**config.mk**
```make
export PLATFORM = sky130hd
export DESIGN_NAME = add_seq_ctrl
export DESIGN_NICKNAME = d
export VERILOG_FILES = /design/src/rtl/add_seq_ctrl.sv
export SDC_FILE = /design/constraint.sdc
export NUM_CORES = 1
export LEC_CHECK = 0
export CAP_MARGIN = 20
export CORE_AREA = 2 2 108 89
export CTS_BUF_LIST = sky130_fd_sc_hd__clkbuf_8
export CTS_CLUSTER_DIAMETER = 60
export DETAILED_ROUTE_END_ITERATION = 8
export DIE_AREA = 0 0 110 91
export GPL_TIMING_DRIVEN = 0
export PLACE_DENSITY = 0.95
export SETUP_SLACK_MARGIN = 0.15
export SLEW_MARGIN = 0
export SYNTH_ARGS = -nofsm -noshare
export SYNTH_HDL_FRONTEND = slang
export SYNTH_SLANG_ARGS = --single-unit
```
**constraint.sdc**
```tcl
create_clock -name clk -period 18.5 [get_ports clk]
set_input_delay 1.85 -clock clk [delete_from_list [all_inputs] [get_ports clk]]
set_output_delay 1.85 -clock clk [all_outputs]
set_load 0.05 [all_outputs]
```
**src/rtl/add_seq_ctrl.sv**
```systemverilog
// Multi-cycle adder/subtractor: the operands are split into CHUNK-bit slices
// and one slice is added per clock, LSB slice first, behind a valid/ready handshake.
module add_seq_ctrl #(
    parameter int WIDTH = 32,
    parameter int CHUNK = 8
) (
    input  logic             clk,
    input  logic             rst,
    input  logic             in_valid,
    output logic             in_ready,
    input  logic [WIDTH-1:0] a,
    input  logic [WIDTH-1:0] b,
    input  logic             cin,
    input  logic             sub,
    output logic             out_valid,
    input  logic             out_ready,
    output logic [WIDTH-1:0] sum,
    output logic             cout,
    output logic             ovf,
    output logic             zero,
    output logic             busy
);

    localparam int NCHUNK = WIDTH / CHUNK;
    localparam int CW     = (NCHUNK > 1) ? $clog2(NCHUNK) : 1;
    localparam logic [CW-1:0] LAST = CW'(NCHUNK - 1);

    typedef enum logic [1:0] {
        IDLE,
        RUN,
        DONE
    } state_t;

    state_t           state;
    state_t           state_nxt;
    logic [CW-1:0]    cnt;
    logic [WIDTH-1:0] a_r;
    logic [WIDTH-1:0] b_r;
    logic [WIDTH-1:0] sum_r;
    logic [WIDTH-1:0] sum_nxt;
    logic             carry;
    logic             cout_r;
    logic             ovf_r;
    logic             zero_r;
    logic [CHUNK-1:0] a_c;
    logic [CHUNK-1:0] b_c;
    logic [CHUNK-1:0] s_c;
    logic             c_out_c;
    logic             c_msb_c;
    logic             last;

    // Ripple add of one slice; returns {carry into top bit, carry out, sum bits}.
    function automatic logic [CHUNK+1:0] add_chunk(
        input logic [CHUNK-1:0] x,
        input logic [CHUNK-1:0] y,
        input logic             c0
    );
        logic [CHUNK-1:0] g;
        logic [CHUNK-1:0] p;
        logic [CHUNK-1:0] s;
        logic             c;
        logic             c_msb;
        g     = x & y;
        p     = x ^ y;
        s     = '0;
        c     = c0;
        c_msb = c0;
        for (int i = 0; i < CHUNK; i++) begin
            s[i] = p[i] ^ c;
            if (i == CHUNK - 1) begin
                c_msb = c;
            end
            c = g[i] | (p[i] & c);
        end
        return {c_msb, c, s};
    endfunction

    assign last = (cnt == LAST);

    // Slice select, slice add and in-place write-back of the slice result.
    always_comb begin
        a_c = '0;
        b_c = '0;
        for (int k = 0; k < NCHUNK; k++) begin
            if (cnt == CW'(k)) begin
                a_c = a_r[k*CHUNK +: CHUNK];
                b_c = b_r[k*CHUNK +: CHUNK];
            end
        end
        {c_msb_c, c_out_c, s_c} = add_chunk(a_c, b_c, carry);
        sum_nxt = sum_r;
        for (int k = 0; k < NCHUNK; k++) begin
            if (cnt == CW'(k)) begin
                sum_nxt[k*CHUNK +: CHUNK] = s_c;
            end
        end
    end

    always_comb begin
        state_nxt = state;
        case (state)
            IDLE:    if (in_valid)  state_nxt = RUN;
            RUN:     if (last)      state_nxt = DONE;
            DONE:    if (out_ready) state_nxt = IDLE;
            default: state_nxt = IDLE;
        endcase
    end

    always_ff @(posedge clk or posedge rst) begin
        if (rst) begin
            state <= IDLE;
        end else begin
            state <= state_nxt;
        end
    end

    // Subtraction is A + ~B + 1, so the inversion and forced carry happen at accept.
    always_ff @(posedge clk or posedge rst) begin
        if (rst) begin
            cnt    <= '0;
            a_r    <= '0;
            b_r    <= '0;
            carry  <= 1'b0;
            sum_r  <= '0;
            cout_r <= 1'b0;
            ovf_r  <= 1'b0;
            zero_r <= 1'b0;
        end else begin
            case (state)
                IDLE: begin
                    if (in_valid) begin
                        a_r    <= a;
                        b_r    <= sub ? ~b : b;
                        carry  <= sub ? 1'b1 : cin;
                        cnt    <= '0;
                        sum_r  <= '0;
                        cout_r <= 1'b0;
                        ovf_r  <= 1'b0;
                        zero_r <= 1'b0;
                    end
                end
                RUN: begin
                    sum_r <= sum_nxt;
                    carry <= c_out_c;
                    if (last) begin
                        cout_r <= c_out_c;
                        ovf_r  <= c_msb_c ^ c_out_c;
                        zero_r <= (sum_nxt == '0);
                    end else begin
                        cnt <= cnt + CW'(1);
                    end
                end
                default: ;
            endcase
        end
    end

    assign in_ready  = (state == IDLE);
    assign out_valid = (state == DONE);
    assign busy      = (state != IDLE);
    assign sum       = sum_r;
    assign cout      = cout_r;
    assign ovf       = ovf_r;
    assign zero      = zero_r;

endmodule
```
==> flow_summary.yaml <==
setup_path:
  worstSetupPathType: "reg2reg"
  cp.arrival_ns: 6.97
  rrSetupSlack_ns: 11.82
  timing.rr.end: "zero"
  cp-end-kind: "register"
  crit_path_max_fanout: 10
  cp.required_ns: 18.79
  reg2reg_depth: 21
  critPathLaunchType: "register"
  r2r_start: "cnt[1]"
timing:
  final_hold_viol_count: 0
  setup_ws_ns: 11.82
  final_max_slew_viol_count: 0
  rsz0062_at_grt: "no"
  setup_viol: 0
  worstMarginPinSlew_ns: 0.627
  clock.fmax_mhz: 150
  fin_skew_ns: 0.0117
  final.setup.tns_ns: 0
  period_share: 0.361
  maxSlewHeadroom: 0.580
  fin_crit_ns: 6.68
final_layout:
  fillerInstances: 653
  drive_above_1_share: 0.0438
  syn_to_final_growth_pct: 28.5
  stdcell_count: 755
  num-nets-final: 718
  n_antenna_cell: 0
drt:
  drt-total-wl_um: 13200
  dr_total_vias: 4432
  vias_per_cell: 5.87
  drc: 0
  detail_route.first_pass.iterations: 5
  drt_first_iter_violations: 365
  postRouteAntennaNets: 0
  wl_per_cell_um: 17.5
global_route:
  grt_pass1_vias: 4362
  grt_max_degree: 59
  antenna_found_initial: 0
  grt_overflow: 0
  grt_usage: 0.278
  grt_pass1_wl_um: 21300
power:
  leakage_nw: 2.81
  ir_worst_vdd_mv: 0.122
  power.density_nw_per_um2: 196
die:
  die-area_um2: 10000
  pin_count: 108
  rows: 31
  design.core.area_um2: 8880
  die_h_um: 91
  start_util: 0.561
  die_w_um: 110
logic_synthesis:
  synth.distinct_cells: 35
  synth_nets: 599
  synth_top_cell_by_area: "dfrtp_1"
  ys_ff_latch: 104
  syn-instance-count: 517
  synth_area_leaders: "dfrtp_1 52%, nand2_1 11%, xnor2_1 5.8%"
  yosysSeqAreaShare: 0.522
  syn_avg_cell_area_um2: 9.64
  ys_warn_count: 0
  yosysTopAreaCellShare: 0.522
  netlist_area_um2: 4980
clock_tree:
  cts_setup_buffers: 0
  cts_tree: "done"
  path_clk_slew_ns: 0.11
  cts.htree.levels: 3
  ctsLongestPathBuffers: 2
  clock-sinks: 104
  cts-resized-gates: 0
  cts_buffers: 9
  holdBufCountCts: 0
  clkLatencyLatePin_ns: 0.38
  ctsRootBufferMaster: "clkbuf_8"
placement:
  place.gp.congestion: 0.961
  io_buffers: 106
  dp_hpwl_um: 10200
  dp.cells: 739
  pre_cts_ws_ns: 11.94
worst_hold_path:
  worstHoldPathCells: 2
  min_to: "a_r[0]"
  hp-class: "reg2reg"
  worstHoldStart: "a_r[0]"
status:
  status: "completed"
flow_run:
  maxCapViolCount: 0
## cell usage in the layout, fill, tap and decap left out, types with 20 or more instances in the layout
cell type,synthesis,routed
o21ai_1,44,44
nor2b_1,25,25
dfrtp_1,104,104
nand2_1,146,146
clkdlybuf4s50_1,0,106
clkbuf_1,25,25
a22o_1,20,20
a21oi_1,24,24
xnor2_1,33,33
## critical path, stage by stage (launching register included)
cell,delay (ns)
dfrtp_1,0.42
inv_1,0.11
ha_1,0.33
clkbuf_1,0.39
buf_2,0.31
a221oi_1,0.15
nor3_1,0.18
a21oi_1,0.08
fa_1,0.44
fa_1,0.46
fa_1,0.43
inv_1,0.09
fa_1,0.20
fa_1,0.18
inv_1,0.06
fa_1,0.46
fa_1,0.52
fa_1,0.59
nand3_1,0.07
or4_1,0.40
or4b_1,0.52
o31ai_2,0.20
## Yosys cell counts
cell and instances:
a21oi_1 24, a221oi_1 12, a22o_1 20, a32o_1 8
buf_1 4, buf_2 4, buf_4 1, buf_6 1
buf_8 1, clkbuf_1 25, clkbuf_4 1, dfrtp_1 104
fa_1 8, ha_1 4, inv_1 7, nand2_1 146
nand2b_1 2, nand3_1 1, nand3b_1 4, nor2_1 7
nor2b_1 25, nor2b_2 1, nor3_1 12, nor3b_1 1
nor4_1 6, o21ai_0 1, o21ai_1 44, o221ai_1 1
o2bb2ai_1 4, o31ai_2 1, or2_1 1, or3b_1 1
or4_1 1, or4b_1 1, xnor2_1 33
## power breakdown
part	switching, mW	internal [mW]
registers	0.0660	0.326
logic	0.464	0.268
clock network	0.0837	0.0506
## logic make-up (layout without fill, tap and decap cells)
| group | count (synthesis) | count (layout) | share of synthesized area |
|---|---|---|---|
| simple gates | 209 | 209 | 0.185 |
| xor+xnor | 33 | 33 | 0.0580 |
| flops | 104 | 104 | 0.522 |
| buf+inv | 44 | 167 | 0.0394 |
| compound gates | 115 | 115 | 0.153 |
| fa+ha+maj | 12 | 12 | 0.0422 |
## worst max-delay path by stage
| stage | cells past startpoint | from | slack, ns | end |
|---|---|---|---|---|
| after floorplan | 21 | cnt[1] | 12.53 | zero |
| after global placement | 21 | cnt[1] | 12.13 | zero |
| after detailed placement | 21 | cnt[1] | 11.94 | zero |
| after CTS | 21 | cnt[1] | 11.87 | zero |
| after global routing | 21 | cnt[1] | 11.51 | zero |
| final | 21 | cnt[1] | 11.82 | zero |
## through the flow
step	cell area, µm²	utilization	hold WS [ns]	power [mW]
5_1_grt	6400	0.721	0.509	1.34
3_5_place_dp	6220	0.700	0.460	1.11
6_report	6400	0.721	0.489	1.26
2_1_floorplan	4980	-	0.438	0.876
3_3_place_gp	6190	0.697	0.459	1.07
4_1_cts	6400	0.720	0.486	1.24
## layer usage
layer / vias up / track usage / wire length, µm
met4: 0 / 0.0970 / 344
met5: - / 0 / 0
met3: 48 / 0.0373 / 1160
li1: 1984 / - / -
met1: 2122 / 0.383 / 5450
met2: 278 / 0.449 / 6300
## area by class of cell
class	count	area [µm²]	share of cell area
repair buffers	108	1090	0.171
clock buffers	9	124	0.0193
flip-flops and latches	104	2600	0.406
well taps	115	144	0.0225
plain buffers	37	170	0.0266
clock inverters	6	55.1	0.00860
inverters	7	28.8	0.00449
multi-input cells	369	2190	0.341
## registers in the layout, summed over array words and instances (netlist names), 2 cells and up
register  cells
state         2
sum          32
a_r          32
cnt           2
b_r          32
(Power assumes the default switching activity.)
